[config.mk]
export PLATFORM = sky130hd
export DESIGN_NAME = kb_key_tracker
export DESIGN_NICKNAME = d
export VERILOG_FILES = /design/src/rtl/kb_pkg.sv /design/src/rtl/kb_scan_decoder.sv /design/src/rtl/kb_key_tracker.sv
export SDC_FILE = /design/constraint.sdc
export NUM_CORES = 1
export LEC_CHECK = 0
export ABC_AREA = 0
export CAP_MARGIN = 20
export CORE_ASPECT_RATIO = 0.8
export CORE_MARGIN = 2
export CORE_UTILIZATION = 40
export DETAILED_ROUTE_END_ITERATION = 12
export PLACE_DENSITY = 0.63
export SLEW_MARGIN = 10
export SYNTH_ARGS = -nofsm -noshare
export SYNTH_HDL_FRONTEND = slang
export SYNTH_SLANG_ARGS = --single-unit
[constraint.sdc]
create_clock -name clk -period 2.3 [get_ports clk]
set_clock_uncertainty 0.15 [all_clocks]
set_input_delay 0.46 -clock clk [delete_from_list [all_inputs] [get_ports clk]]
set_output_delay 0.46 -clock clk [all_outputs]
set_load 0.005 [all_outputs]
[src/rtl/kb_pkg.sv]
`default_nettype none
// ============================================================================
// Module  : kb_pkg
// Purpose : Shared constants and types for the PS/2 Set-2 key tracker.
//           Provides scan-code byte constants, the Pause skip length,
//           the prefix decoder state encoding and the 9-bit key code type
//           ({extended, make_code}).
// Rev     : 1.0  initial release
// ============================================================================
package kb_pkg;

   localparam logic [7:0] SC_EXT    = 8'hE0;
   localparam logic [7:0] SC_BRK    = 8'hF0;
   localparam logic [7:0] SC_PAUSE  = 8'hE1;
   localparam logic [7:0] SC_BAT    = 8'hAA;
   localparam logic [7:0] SC_ACK    = 8'hFA;
   localparam logic [7:0] SC_RESEND = 8'hFE;
   localparam logic [7:0] SC_ERR0   = 8'h00;
   localparam logic [7:0] SC_ERR1   = 8'hFF;

   // Bytes remaining in the Pause sequence after the leading E1
   localparam logic [2:0] PAUSE_SKIP = 3'd7;

   typedef enum logic [2:0] {
      ST_IDLE    = 3'd0,
      ST_EXT     = 3'd1,
      ST_BRK     = 3'd2,
      ST_EXT_BRK = 3'd3,
      ST_SKIP    = 3'd4
   } kb_state_e;

   // Bit 8 = E0-extended flag, bits 7:0 = make code
   typedef logic [8:0] kb_code_t;

   // Keyboard/controller status bytes that never belong to a key sequence
   function automatic logic is_ctrl(input logic [7:0] b);
      return (b == SC_ERR0) || (b == SC_BAT) || (b == SC_ACK) ||
             (b == SC_RESEND) || (b == SC_ERR1);
   endfunction

endpackage
`default_nettype wire

[src/rtl/kb_scan_decoder.sv]
`default_nettype none
// ============================================================================
// Module  : kb_scan_decoder
// Purpose : PS/2 Set-2 prefix decoder. Tracks E0/F0 prefixes and skips the
//           E1 Pause sequence, emitting a one-cycle make/break event on the
//           byte that completes a sequence.
// Ports   : clk, reset (async, active-high), clear (sync)
//           scan_done_tick / scan_code : received byte strobe and data
//           evt_valid / evt_break / evt_code : combinational event output
// Rev     : 1.0  initial release
// ============================================================================
module kb_scan_decoder
   import kb_pkg::*;
(
   input  logic       clk,
   input  logic       reset,
   input  logic       clear,
   input  logic       scan_done_tick,
   input  logic [7:0] scan_code,
   output logic       evt_valid,
   output logic       evt_break,
   output kb_code_t   evt_code
);

   kb_state_e  state_q, state_d;
   logic [2:0] skip_q,  skip_d;

   // State register
   always_ff @(posedge clk or posedge reset) begin
      if (reset) begin
         state_q <= ST_IDLE;
         skip_q  <= 3'd0;
      end else begin
         state_q <= state_d;
         skip_q  <= skip_d;
      end
   end

   // Next-state logic
   always_comb begin
      state_d = state_q;
      skip_d  = skip_q;
      if (clear) begin
         state_d = ST_IDLE;
         skip_d  = 3'd0;
      end else if (scan_done_tick) begin
         if (is_ctrl(scan_code)) begin
            state_d = ST_IDLE;
            skip_d  = 3'd0;
         end else begin
            case (state_q)
               ST_IDLE: begin
                  if (scan_code == SC_EXT)        state_d = ST_EXT;
                  else if (scan_code == SC_BRK)   state_d = ST_BRK;
                  else if (scan_code == SC_PAUSE) begin
                     state_d = ST_SKIP;
                     skip_d  = PAUSE_SKIP;
                  end
               end
               ST_EXT: begin
                  if (scan_code == SC_BRK)        state_d = ST_EXT_BRK;
                  else if (scan_code != SC_EXT)   state_d = ST_IDLE;
               end
               ST_BRK: begin
                  if (scan_code != SC_BRK)        state_d = ST_IDLE;
               end
               ST_EXT_BRK: begin
                  if ((scan_code != SC_BRK) && (scan_code != SC_EXT))
                     state_d = ST_IDLE;
               end
               ST_SKIP: begin
                  skip_d = skip_q - 3'd1;
                  if (skip_q <= 3'd1) begin
                     state_d = ST_IDLE;
                     skip_d  = 3'd0;
                  end
               end
               default: begin
                  state_d = ST_IDLE;
                  skip_d  = 3'd0;
               end
            endcase
         end
      end
   end

   // Event output: raised only on the byte that completes a make/break
   always_comb begin
      evt_valid = 1'b0;
      evt_break = 1'b0;
      evt_code  = {1'b0, scan_code};
      if (scan_done_tick && !clear && !is_ctrl(scan_code)) begin
         case (state_q)
            ST_IDLE: begin
               evt_valid = (scan_code != SC_EXT) && (scan_code != SC_BRK) &&
                           (scan_code != SC_PAUSE);
            end
            ST_EXT: begin
               evt_valid = (scan_code != SC_BRK) && (scan_code != SC_EXT);
               evt_code  = {1'b1, scan_code};
            end
            ST_BRK: begin
               evt_valid = (scan_code != SC_BRK);
               evt_break = 1'b1;
            end
            ST_EXT_BRK: begin
               evt_valid = (scan_code != SC_BRK) && (scan_code != SC_EXT);
               evt_break = 1'b1;
               evt_code  = {1'b1, scan_code};
            end
            default: evt_valid = 1'b0;
         endcase
      end
   end

endmodule
`default_nettype wire

[src/rtl/kb_key_tracker.sv]
`default_nettype none
// ============================================================================
// Module  : kb_key_tracker
// Purpose : Per-key held/released tracker for N_KEYS configurable PS/2
//           Set-2 keys, with registered press/release pulses.
// Ports   : clk, reset (async, active-high), clear (sync)
//           scan_done_tick / scan_code : byte stream from the PS/2 receiver
//           key_down, press_tick, release_tick : per-key state and pulses
//           any_down : OR of key_down
// Rev     : 1.0  initial release
// ============================================================================
module kb_key_tracker
   import kb_pkg::*;
#(
   parameter int                    N_KEYS    = 4,
   parameter logic [9*N_KEYS-1:0]   KEY_CODES = {9'h023, 9'h01B, 9'h01C, 9'h01D}
) (
   input  logic              clk,
   input  logic              reset,
   input  logic              clear,
   input  logic              scan_done_tick,
   input  logic [7:0]        scan_code,
   output logic [N_KEYS-1:0] key_down,
   output logic [N_KEYS-1:0] press_tick,
   output logic [N_KEYS-1:0] release_tick,
   output logic              any_down
);

   logic     evt_valid;
   logic     evt_break;
   kb_code_t evt_code;

   logic [N_KEYS-1:0] hit;
   logic [N_KEYS-1:0] key_down_q, key_down_d;
   logic [N_KEYS-1:0] press_q,    press_d;
   logic [N_KEYS-1:0] release_q,  release_d;
   logic              any_down_q;

   kb_scan_decoder u_dec (
      .clk            (clk),
      .reset          (reset),
      .clear          (clear),
      .scan_done_tick (scan_done_tick),
      .scan_code      (scan_code),
      .evt_valid      (evt_valid),
      .evt_break      (evt_break),
      .evt_code       (evt_code)
   );

   // Every matching entry updates, so duplicate codes track identically.
   // Typematic makes and breaks of released keys fall out as no-ops.
   for (genvar i = 0; i < N_KEYS; i++) begin : g_key
      assign hit[i]        = evt_valid && (evt_code == KEY_CODES[9*i +: 9]);
      assign press_d[i]    = hit[i] && !evt_break && !key_down_q[i];
      assign release_d[i]  = hit[i] &&  evt_break &&  key_down_q[i];
      assign key_down_d[i] = (key_down_q[i] | press_d[i]) & ~release_d[i];
   end

   always_ff @(posedge clk or posedge reset) begin
      if (reset) begin
         key_down_q <= '0;
         press_q    <= '0;
         release_q  <= '0;
         any_down_q <= 1'b0;
      end else if (clear) begin
         // Clear drops state silently: no release pulses
         key_down_q <= '0;
         press_q    <= '0;
         release_q  <= '0;
         any_down_q <= 1'b0;
      end else begin
         key_down_q <= key_down_d;
         press_q    <= press_d;
         release_q  <= release_d;
         any_down_q <= |key_down_d;
      end
   end

   assign key_down     = key_down_q;
   assign press_tick   = press_q;
   assign release_tick = release_q;
   assign any_down     = any_down_q;

endmodule
`default_nettype wire
Word level (Yosys, flattened, before mapping)
Index checks and enable logic that the tools add are counted.

cells by class
  reduce and logical (&&, ||, !) cells = 44
  bitwise logic cells = 12
  add/subtract/negate cells = 1
  muxes and demuxes = 30
  magnitude comparators = 1
  equal/unequal tests = 27

operators with widths
  operator                                                         number
  8-bit == test, second input constant                             7
  3-bit 2-to-1 mux                                                 18
  9-bit by 5-bit == test with 1-bit output, second input constant  3
  1-bit logical AND                                                24
  8-bit != test, second input constant                             3
  9-bit 2-to-1 mux                                                 2
  4-bit by 2-bit != test with 1-bit output, second input constant  4
  3-bit case mux with 5 select lines                               1
  4-bit 2-to-1 mux                                                 3
  9-bit by 6-bit == test with 1-bit output, second input constant  1
  3-bit case mux with 3 select lines                               1
  8-bit zero test                                                  1
  4-bit by 3-bit != test with 1-bit output, second input constant  2
  1-bit zero test                                                  7
  3-bit by 2-bit == test with 1-bit output, second input constant  2
  6-bit by 2-bit != test with 1-bit output, second input constant  1
  6-bit AND reduction                                              1
  5-bit by 2-bit != test with 1-bit output, second input constant  1
  5-bit AND reduction                                              1
  1-bit bitwise AND                                                4
  1-bit logical OR                                                 4
  1-bit 2-to-1 mux                                                 4
  1-bit inverter                                                   4
  1-bit OR                                                         4
  other kinds (11)                                                 12

word-level totals
  output and inout bits = 13
  logic and storage cells = 121
  register bits after elaboration = 19
  input bits = 12

Logic depth before layout (Yosys ltp)
  word-level depth = 16
  mapped depth = 7
  depth with buffers taken out = 7

Modules after synthesis
From an unflattened synthesis, not the netlist that was laid out.

unflattened totals
  cell total of the unflattened synthesis = 131
  area, all modules = 1247.4 um^2

by module, submodules not included
  module           instances  area an instance (um^2)  cells an instance  seq. area each (um^2)
  kb_scan_decoder  1          665.6                    79                 150.1
  kb_key_tracker   1          581.8                    52                 325.3

Worst setup path after synthesis
Ideal clock, no wire load.

  path type = input to register
  start = input scan_code[5]
  end = register any_down_q, in the netlist any_down
  data arrival time = 1.828 ns
  stages = 5
  path slack = 0.240 ns
  buffers on the path = 0
  library setup time = 0.082 ns
  required time = 2.068 ns
  path through = or3_4 -> or4_4 -> and3_1 -> a31o_1 -> a31oi_1

on the way
  cells in the longest elaborated chain, start to end = 16
  elaborated cells on any way between the ends = 60
  those cells by class = eq/ne: 11; mux: 6; bitwise: 12; reduce/logical: 31

RTL lines
  item                                                                                                         RTL line                                    RTL
  start, declared                                                                                              kb_key_tracker.sv:22                        input logic [7:0] scan_code,
  8-bit == test / 8-bit zero test (equally long branches)                                                      kb_pkg.sv:37                                return (b == SC_ERR0) || (b == SC_BAT) || (b == SC_ACK) ||
  1-bit logical OR (3 in a row)                                                                                kb_pkg.sv:37
  1-bit logical OR                                                                                             kb_pkg.sv:38                                (b == SC_RESEND) || (b == SC_ERR1);
  1-bit zero test                                                                                              kb_scan_decoder.sv:92                       if (scan_done_tick && !clear && !is_ctrl(scan_code)) begin
  1-bit logical AND                                                                                            kb_scan_decoder.sv:92
  9-bit 2-to-1 mux                                                                                             kb_scan_decoder.sv:92
  9-bit by 5-bit == test with 1-bit output / 9-bit by 6-bit == test with 1-bit output (equally long branches)  kb_key_tracker.sv:53                        assign hit[i] = evt_valid && (evt_code == KEY_CODES[9*i +: 9]);
  1-bit logical AND                                                                                            kb_key_tracker.sv:53
  1-bit logical AND (on tied branches) (2 in a row)                                                            kb_key_tracker.sv:54, kb_key_tracker.sv:55
  1-bit OR / 1-bit inverter (equally long branches)                                                            kb_key_tracker.sv:56                        assign key_down_d[i] = (key_down_q[i] | press_d[i]) & ~release_d[i];
  1-bit bitwise AND                                                                                            kb_key_tracker.sv:56
  4-bit OR reduction (*)                                                                                       kb_key_tracker.sv:75                        any_down_q <= |key_down_d;
  1-bit 2-to-1 mux (*)                                                                                         kb_key_tracker.sv:65                        end else if (clear) begin
  end signal, assigned                                                                                         kb_key_tracker.sv:75
  end, declared                                                                                                kb_key_tracker.sv:37                        logic any_down_q;

Every way passes the cells marked *; elsewhere a longest branch is shown, timed or not.
A chain may end at the register's enable or synchronous reset.

Final worst setup path
  start = input scan_code[1]
  end = register u_dec.state_q[2]

on the way
  cells in the longest elaborated chain, start to end = 8
  elaborated cells on any way between the ends = 28
  those cells by class = eq/ne: 14; mux: 7; reduce/logical: 7

RTL lines
  item                                                                   RTL line               RTL
  parallel branches: the longest is 8 deep, another holds 8-bit == test  -
  end signal, assigned                                                   kb_scan_decoder.sv:34  state_q <= state_d;
  end, declared                                                          kb_scan_decoder.sv:25  kb_state_e state_q, state_d;

Several ways; the timed one is not identified. The select of a mux whose other input is x is not followed.

==> flow_summary.toml <==
[clocking]
clk_path_buf_depth = 2
clock_tree.root_cell = "clkbuf_4"
cts.sinks = 19
h-tree-depth = 1
cts_setup_buffers = 0
cts_tree = "built"
cts_hold_buf = 0
worstSkewPairLatency_ns = 0.30
clk_pin_slew_ns = 0.11
cts_made_buffers = 3

[place]
placed_cells = 212
dpl.hpwl_um = 2400
gp_congestion = 0.922
port_buffers = 24

[die]
row_count = 17
dieArea_mm2 = 0.00328
die_w_um = 63.6
die_y_um = 51.6
initial_core_util = 0.417
core_mm2 = 0.00272
io_pins = 25

[final_layout]
final_nets = 193
syn2layout_area_growth_pct = 47.9
fillers = 270
drive_above_1_share = 0.247
instances_no_fill = 216
n_antenna_cell = 0

[yosys]
synth.avg_cell_area_um2 = 9.23
synth_edf_count = 0
ys_async_sr_fraction = 1.00
synthCells = 123
synth_fp_nets = 137
ys_seq_elements = 19
yosysWarnings = 0
yosysSeqAreaShare = 0.419
synthDistinctLibCells = 46
syn_area_mm2 = 0.00113
yosys_most_used_dff = "dfrtp_1"

[detailed_routing]
drt_first_iter_violations = 51
drt_pass1_iterations = 4
wire_per_inst_um = 14.3
via_count = 1169
remaining_drc_errors = 0
wirelength_um = 3100
viasPerCell = 5.41
drtAntennaViolNets = 0

[pwr]
p_per_area_mw_per_mm2 = 570
clockPowerShare = 0.183
internal_power_mw = 0.616
ir_drop_uv = 285
p_switching_mw = 0.340
p_comb_frac = 0.400
pwr-share-seq = 0.417
leakage_nw = 0.744
p_sw_frac = 0.355

[setup_path]
rrSetupSlack_ns = 0.25
r2r-start = "u_dec.state_q[0]"
r2r_cells = 5
endpoint_kind = "flop"
crit_fanout = 3
worstSetupPathType = "in2reg"
timing.rr.end = "any_down"
critPathRequiredTime_ns = 2.38
worstPathArrival_ns = 2.31
startpoint_type = "primary input"

[global_route]
track_usage = 0.204
grt.overflow.total = 0
grt_pass1_vias = 1168
antenna_found_initial = 0
grt_pass1_wl_um = 5210
grt_max_degree = 20

[sta]
whs_ns = 0.319
drv_slew = 0
max_freq_ghz = 0.448
fin_crit_sh = 0.970
setup_viol = 0
timing.slew.headroom = 0.694
finalHoldViolations = 0
worst_slew_pin_slew_ns = 0.456
timing.final.crit_period_ns = 2.23

[min_path]
hold_class = "in2async"

[run]
drv_cap = 0

[outcome]
outcome = "completed"
-- worst max-delay path, stage by stage --
cell and delay [ns]:
clkdlybuf4s50_1 0.41, or4_1 0.59, or2_1 0.30, o221ai_1 0.22
a21oi_2 0.12, mux2i_1 0.20
-- how the worst max path moves through the flow --
stage | end | start | depth (start not counted)
6_report | u_dec.state_q[2] | scan_code[1] | 6
2_1_floorplan | any_down | scan_code[5] | 5
5_1_grt | u_dec.state_q[2] | scan_code[2] | 6
3_5_place_dp | u_dec.state_q[0] | scan_code[3] | 6
4_1_cts | u_dec.state_q[2] | scan_code[4] | 6
3_3_place_gp | any_down | scan_code[5] | 6
-- through the flow --
stage	util	setup WS [ns]	total power, mW	instance area, um^2	TNS, ns
6_report	0.616	0.0680	0.956	1680	0
5_1_grt	0.616	-0.0145	1.04	1680	-0.0191
4_1_cts	0.609	0.0560	0.949	1660	0
3_5_place_dp	0.599	-0.288	0.774	1630	-2.65
3_3_place_gp	0.599	-0.216	0.762	1630	-2.21
2_1_floorplan	-	0.240	0.642	1130	0
-- cells in the mapped netlist (all sizes together), types with 2 or more instances --
cell | number | area [um^2]
o21ai | 6 | 30.0
ha | 2 | 25.0
mux2i | 4 | 40.0
a21oi | 3 | 18.8
nor3 | 6 | 35.0
and2 | 2 | 12.5
nand3 | 5 | 25.0
nand3b | 3 | 22.5
a31o | 2 | 17.5
nor2 | 15 | 56.3
nand4b | 3 | 26.3
and4b | 2 | 20.0
inv | 8 | 30.0
nor4b | 2 | 17.5
or3 | 3 | 23.8
nor4 | 4 | 25.0
dfrtp | 19 | 475
and3 | 3 | 18.8
nand2 | 9 | 33.8
or4 | 2 | 18.8
-- layout by cell type, fill, tap and decap left out, drive strengths merged, types with 3 or more instances in the layout --
cell type / synthesis / layout
nor4: 4 / 4
nand4b: 3 / 3
or3: 3 / 3
clkdlybuf4s50: 0 / 23
inv: 8 / 8
mux2i: 4 / 4
o21ai: 6 / 6
dfrtp: 19 / 19
a21oi: 3 / 3
nand3b: 3 / 3
nor3: 6 / 6
nor2: 15 / 15
nand2: 9 / 9
nand3: 5 / 5
clkbuf: 1 / 3
and3: 3 / 3
buf: 1 / 29
-- metal layers --
layer / vias up / GRT usage / part of all wire / wire [um]
met5: - / 0 / 0 / 0
met4: 0 / 0.0543 / 0.0071 / 22
met3: 2 / 0.0390 / 0.059 / 182
met2: 46 / 0.351 / 0.49 / 1510
met1: 554 / 0.265 / 0.45 / 1380
li1: 567 / - / - / -
-- power by group through the flow --
stage               logic (mW)  registers, mW  clock network [mW]
CTS                      0.374          0.397               0.177
detailed placement       0.371          0.403                   0
floorplan                0.239          0.404                   0
global placement         0.359          0.403                   0
finish                   0.382          0.399               0.175
global route             0.437          0.405               0.198
-- registers in the layout (all words and copies together), names as in the netlist --
signal / flops
key_down: 4
u_dec.skip_q: 3
release_tick: 4
press_tick: 4
any_down: 1
u_dec.state_q: 3
-- timing repair --
action / in CTS / in global routing
hold endpoints to repair: 0 / 0
gates resized for setup: 0 / 5
endpoints found under the setup margin: 0 / 8
-- cell type report --
class                      instances  area (um^2)  share of cell area
clock buffer                       3         22.5              0.0134
clock inverter                     1         5.00             0.00298
inverter                           8         30.0              0.0179
multi-input combinational         94          637               0.380
sequential                        19          475               0.283
tap                               38         47.5              0.0283
timing repair buffer              53          460               0.274
-- cells by family (layout without fill, tap and decap cells) --
family          after synthesis  after routing  share of synthesized area
simple gates                 64             64                      0.332
compound gates               22             22                      0.140
flops                        19             19                      0.419
buf+inv                      10             65                     0.0342
mux                           5              5                     0.0452
fa+ha+maj                     2              2                     0.0220
xor+xnor                      1              1                    0.00772
Note: power is estimated with default switching activity, not from simulation.
==> patch 1 (same settings) <==
Encoding of `kb_state_e`: now one-hot (5 bits for 5 states).
--- a/src/rtl/kb_pkg.sv
+++ b/src/rtl/kb_pkg.sv
@@ -21,12 +21,12 @@
    // Bytes remaining in the Pause sequence after the leading E1
    localparam logic [2:0] PAUSE_SKIP = 3'd7;
 
-   typedef enum logic [2:0] {
-      ST_IDLE    = 3'd0,
-      ST_EXT     = 3'd1,
-      ST_BRK     = 3'd2,
-      ST_EXT_BRK = 3'd3,
-      ST_SKIP    = 3'd4
+   typedef enum logic [4:0] {
+      ST_IDLE    = 5'b00001,
+      ST_EXT     = 5'b00010,
+      ST_BRK     = 5'b00100,
+      ST_EXT_BRK = 5'b01000,
+      ST_SKIP    = 5'b10000
    } kb_state_e;
 
    // Bit 8 = E0-extended flag, bits 7:0 = make code
Check against the original RTL: no difference found for any inputs over 10 cycles, from zero or initial values and one cycle with reset high; not proved beyond that.
==> patch 1 against the unedited design <==
- routed wire length increased by 1.5%
- cell area grew 8.6%
- synthesized cell count up 4.1%
- sequential cell count is 2 higher
- total power is 10% higher
- setup slack worse by 32 ps
- hold slack worse by 28 ps
- global-route usage is 0.33 points lower
- synthesized area grew 6.7%
- sequential power is 14% higher
- via count up 2.2%
- critical path type unchanged
- critical endpoint is now any_down$_DFF_PP0_
==> patch 1: results (changes against the unedited design) <==
- Run status: finished clean (unchanged)
- Ant. Diodes: 0 (unchanged)
- Count of buffers from port buffering: 24 (unchanged)
- DR pass1 iterations: 4 (unchanged)
- Worst path slowest cell: or4_4 (was or4_1)
- Pleak: 0.000790 uW (was 0.000744 uW)
- Clk pin slew, worst setup/hold paths: 80 ps (was 110 ps)
- First-pass GRT wire length: 5190 um (was 5210 um)
- Final Non-Filler Cells: 219 (was 216)
- Largest net degree at the start of global routing: 14 (was 20)
- Worst-skew pair later-pin latency: 270 ps (was 300 ps)
- Final setup viols: 0 (unchanged)
- Crit path DAT: 2310 ps (about the same)
- Routed wire per std cell: 14.4 um (was 14.3 um)
- Slew margin rel.: 0.704 (was 0.694)
- DP Area: 1690 sq um (was 1630 sq um)
- Final RePlAce weighted congestion: 0.861 (was 0.922)
- Worst r2r src: u_dec.state_q[0]$_DFFE_PP1P_ (was u_dec.state_q[0]$_DFFE_PP0P_)
- Worst vdd ir: 0.000317 V (was 0.000285 V)
- Antenna violations before repair: 0 (unchanged)
- DRT iter0 DRCs: 85 (was 51)
- Share of layout cells above drive strength 1: 0.331 (was 0.247)
- Tot GR Track Use: 0.201 (was 0.204)
- CTS Root Cell: clkbuf_8 (was clkbuf_4)
- Worst R2R Path Depth: 5 (unchanged)
- Worst path max stage delay: 540 ps (was 590 ps)
- Synth Net Count: 142 (was 137)
- H-tree levels: 1 (unchanged)
- CTS max path bufs: 2 (unchanged)
- Synth top area cells: dfrtp_1, nor2_1, mux2i_1 (unchanged)
- Critical Path Start: scan_code[5] (was scan_code[1])
- Vias after detailed routing: 1195 (was 1169)
- Average size of a mapped cell: 9.46 sq um (was 9.23 sq um)
- Post-synth top flop: dfrtp_1 (unchanged)
- CP max FO: 5 (was 3)
- Sequential area share after synthesis: 0.435 (was 0.419)
- Yosys warns: 0 (unchanged)
- Vias in the first global route: 1122 (was 1168)
- Distinct cell type count after synthesis: 42 (was 46)
- # fillers: 230 (was 270)
- Post-synth top cells: dfrtp_1, nor2_1, nand2_1 (unchanged)
- Pre-CTS setup slack: -708 ps (was -288 ps)
- NumNets Final: 196 (was 193)
- Reg2reg end: any_down$_DFF_PP0_ (unchanged)
- Post-DP HPWL: 2340 um (was 2400 um)
- R2R setup slack: 140 ps (was 250 ps)
- Inst Count DP: 213 (was 212)
- Worst hold-check path type: in2async (unchanged)
==> patch 1: final cells by class <==
| type | instances | share of cell area |
|---|---|---|
| multi-input cells | 96 | 0.403 |
| well taps | 38 | 0.0261 |
| repair buffers | 54 | 0.244 |
| inverters | 6 | 0.0124 |
| flip-flops and latches | 21 | 0.289 |
| clock inverters | 1 | 0.00275 |
| clock buffers | 3 | 0.0227 |
==> patch 1: worst max path at each step <==
stage / depth (start not counted) / slack, ps / end
after floorplan: 7 / 80 / any_down$_DFF_PP0_
after global placement: 7 / -710 / any_down$_DFF_PP0_
after detailed placement: 7 / -710 / any_down$_DFF_PP0_
after CTS: 7 / 30 / any_down$_DFF_PP0_
after global routing: 9 / -40 / u_dec.skip_q[2]$_DFFE_PP0P_
final: 7 / 40 / any_down$_DFF_PP0_
==> patch 1: logic make-up after synthesis <==
family                     count (synthesis)  synth area share
buffers and inverters                     11            0.0361
muxes                                      9            0.0775
AOI/OAI and AO/OA                         21             0.132
and+or+nand+nor                           62             0.284
xor gates and xnor gates                   2            0.0145
DFF                                       21             0.435
adders and majority gates                  2            0.0207
==> patch 1: power by group <==
group	switching, uW	total (uW)	internal, uW	leakage [uW]
Sequential	43.0	455	412	0.000283
Combinational	167	348	181	0.000481
Clock	132	253	121	0.0000255
Total	342	1060	714	0.000790
==> patch 1: metrics by stage <==
step           hold WS (ps)  utilization
6_report                291        0.644
3_3_place_gp            306        0.597
5_1_grt                 339        0.644
3_5_place_dp            313        0.597
4_1_cts                 307        0.627
2_1_floorplan           286            -
==> patch 1: what timing repair did <==
item	4_1_cts	5_1_grt
hold endpoints to repair	0	0
cloned	0	0
hold buffers	0	0
pin swaps	0	6
setup endpoints to repair	19	7
gates resized for setup	16	20
buffers inserted	0	2
==> patch 1: worst reg2reg max path, cell delays in order, from the launching register on <==
cell	delay [ps]
dfstp_2	610
xor2_1	230
nand3_2	160
or4_4	530
mux2i_4	210
a41oi_2	180
==> patch 1: routing by layer <==
layer | GRT usage | part of all wire
met5 | 0 | 0
met4 | 0.0521 | 0.016
met3 | 0.0468 | 0.078
met2 | 0.318 | 0.45
met1 | 0.277 | 0.45
==> patch 2 (same flow settings) <==
Without the edit above. The parameter `N_KEYS` goes from 4 to 8.
--- a/src/rtl/kb_key_tracker.sv
+++ b/src/rtl/kb_key_tracker.sv
@@ -12,7 +12,7 @@
 module kb_key_tracker
    import kb_pkg::*;
 #(
-   parameter int                    N_KEYS    = 4,
+   parameter int                    N_KEYS    = 8,
    parameter logic [9*N_KEYS-1:0]   KEY_CODES = {9'h023, 9'h01B, 9'h01C, 9'h01D}
 ) (
    input  logic              clk,
Interface: changed (resized key_down, press_tick and release_tick); port bits go from 25 to 37. The function was not compared with the original's and may differ.
==> patch 2 against the unedited design <==
- non-clock buffer count up 12
- cell area rose by 38%
- utilization up 0.21 points
- critical path depth rose by 2
- total power increased by 16%
- critical endpoint is now u_dec.state_q[1]$_DFFE_PP0P_
- register-to-register slack got worse by 110 ps
- highest routed layer unchanged
- hold slack lost 150 ps
- fmax is 1.2% lower
- routed wire length up 21%
- synthesized area is 36% higher
- setup slack lost 27 ps
- sequential cell count up 12
==> patch 2: results (changes against the unedited design) <==
- Run status: finished clean (unchanged)
- DR pass1 iterations: 4 (unchanged)
- First-pass GRT wire length: 6090 um (was 5210 um)
- Cts bufs inserted: 5 (was 3)
- Final RePlAce weighted congestion: 0.918 (was 0.922)
- Largest net degree at the start of global routing: 31 (was 20)
- Distinct cell type count after synthesis: 46 (unchanged)
- Worst-skew pair later-pin latency: 280 ps (was 300 ps)
- Worst vdd ir: 0.000425 V (was 0.000285 V)
- Clk pin slew, worst setup/hold paths: 70 ps (was 110 ps)
- Post-DP HPWL: 2780 um (was 2400 um)
- CP max FO: 5 (was 3)
- CTS Root Cell: clkbuf_8 (was clkbuf_4)
- H-tree levels: 2 (was 1)
- Vias in the first global route: 1344 (was 1168)
- Worst path slowest cell: clkdlybuf4s50_1 (was or4_1)
- # Max-Cap Violations: 0 (unchanged)
- Post-synth top cells: dfrtp_1, nor2_1, inv_1 (was dfrtp_1, nor2_1, nand2_1)
- Sequential area share after synthesis: 0.502 (was 0.419)
- Synth top area cells: dfrtp_1, nor4_1, nor2_1 (was dfrtp_1, nor2_1, mux2i_1)
- CTS max path bufs: 2 (unchanged)
- Yosys warns: 0 (unchanged)
- Worst hold-check path type: in2async (unchanged)
- Ant. Diodes: 0 (unchanged)
- Antenna violations before repair: 0 (unchanged)
- Pleak: 0.00105 uW (was 0.000744 uW)
- Crit path DAT: 2330 ps (was 2310 ps)
- Count of buffers from port buffering: 36 (was 24)
- Routed wire length: 3740 um (was 3100 um)
- DRT iter0 DRCs: 80 (was 51)
- Vias after detailed routing: 1376 (was 1169)
- Pre-CTS setup slack: -421 ps (was -288 ps)
- Worst path max stage delay: 430 ps (was 590 ps)
- Async S/R FF share, synth: 1.00 (unchanged)
- Post-synth top flop: dfrtp_1 (unchanged)
- Tot GR Track Use: 0.182 (was 0.204)
- NumNets Final: 231 (was 193)
- CP top delay family: compound AO/OA/AOI/OAI gates (was simple AND/OR/NAND/NOR gates)
- Share of layout cells above drive strength 1: 0.280 (was 0.247)
[patch 2: power breakdown]
part / switching, uW / internal (uW) / leakage, uW
registers: 4.68 / 555 / 0.000414
logic: 68.3 / 67.1 / 0.000589
clock network: 198 / 212 / 0.0000422
[patch 2: area by class of cell]
type	instances	area, sq um
Sequential cell	31	776
Fill cell	309	1430
Timing Repair Buffer	65	577
Inverter	10	37.5
Clock inverter	1	5.00
Multi-Input combinational cell	104	795
Clock buffer	7	76.3
Tap cell	44	55.1
[patch 2: kinds of logic after synthesis]
kind of cell	synth area share
adders and majority gates	0.0162
buffers and inverters	0.0559
and+or+nand+nor	0.269
other	0.00243
muxes	0.0162
DFF	0.502
AOI/OAI and AO/OA	0.132
xor gates and xnor gates	0.00567
[patch 2: layer usage]
layer  share of wire  track usage  up-vias  wire, um
li1                -            -      674         -
met4          0.0083       0.0494        0        31
met5               0            0        -         0
met3           0.057       0.0510        4       214
met2            0.51        0.305       35      1920
met1            0.42        0.232      663      1570
[patch 2: path summary, 6_finish.rpt]
| path | startpoint | to | slack [ps] | cells past startpoint |
|---|---|---|---|---|
| min in group clk | key_down[0]$_DFF_PP0_ | press_tick[0]$_DFF_PP0_ | 350 | 1 |
| worst max-delay path | scan_code[0] | u_dec.state_q[1]$_DFFE_PP0P_ | 40 | 8 |
| worst min register to register | key_down[0]$_DFF_PP0_ | press_tick[0]$_DFF_PP0_ | 350 | 1 |
| worst max register to register | u_dec.skip_q[0]$_DFFE_PP0P_ | u_dec.state_q[1]$_DFFE_PP0P_ | 140 | 7 |
| max in group asynchronous | reset | key_down[5]$_DFF_PP0_ | 1300 | 3 |
| worst min-delay path | reset | press_tick[6]$_DFF_PP0_ | 170 | 2 |
[patch 2: repair_timing]
item | CTS | global route
setup buffers | 0 | 1
resized for setup | 7 | 16
pin swaps | 2 | 3
setup endpoints to repair | 8 | 12
hold buffers | 0 | 0
[patch 2: metrics by stage]
stage,hold WS [ps],cell area (sq um),cells,utilization,TNS [ps]
after detailed placement,331,2150,253,0.572,-4770
after CTS,168,2230,261,0.594,-163
after global placement,331,2150,253,0.572,-4130
after global routing,170,2320,262,0.618,-77.7
final,168,2320,262,0.618,0
after floorplan,324,1570,153,-,0
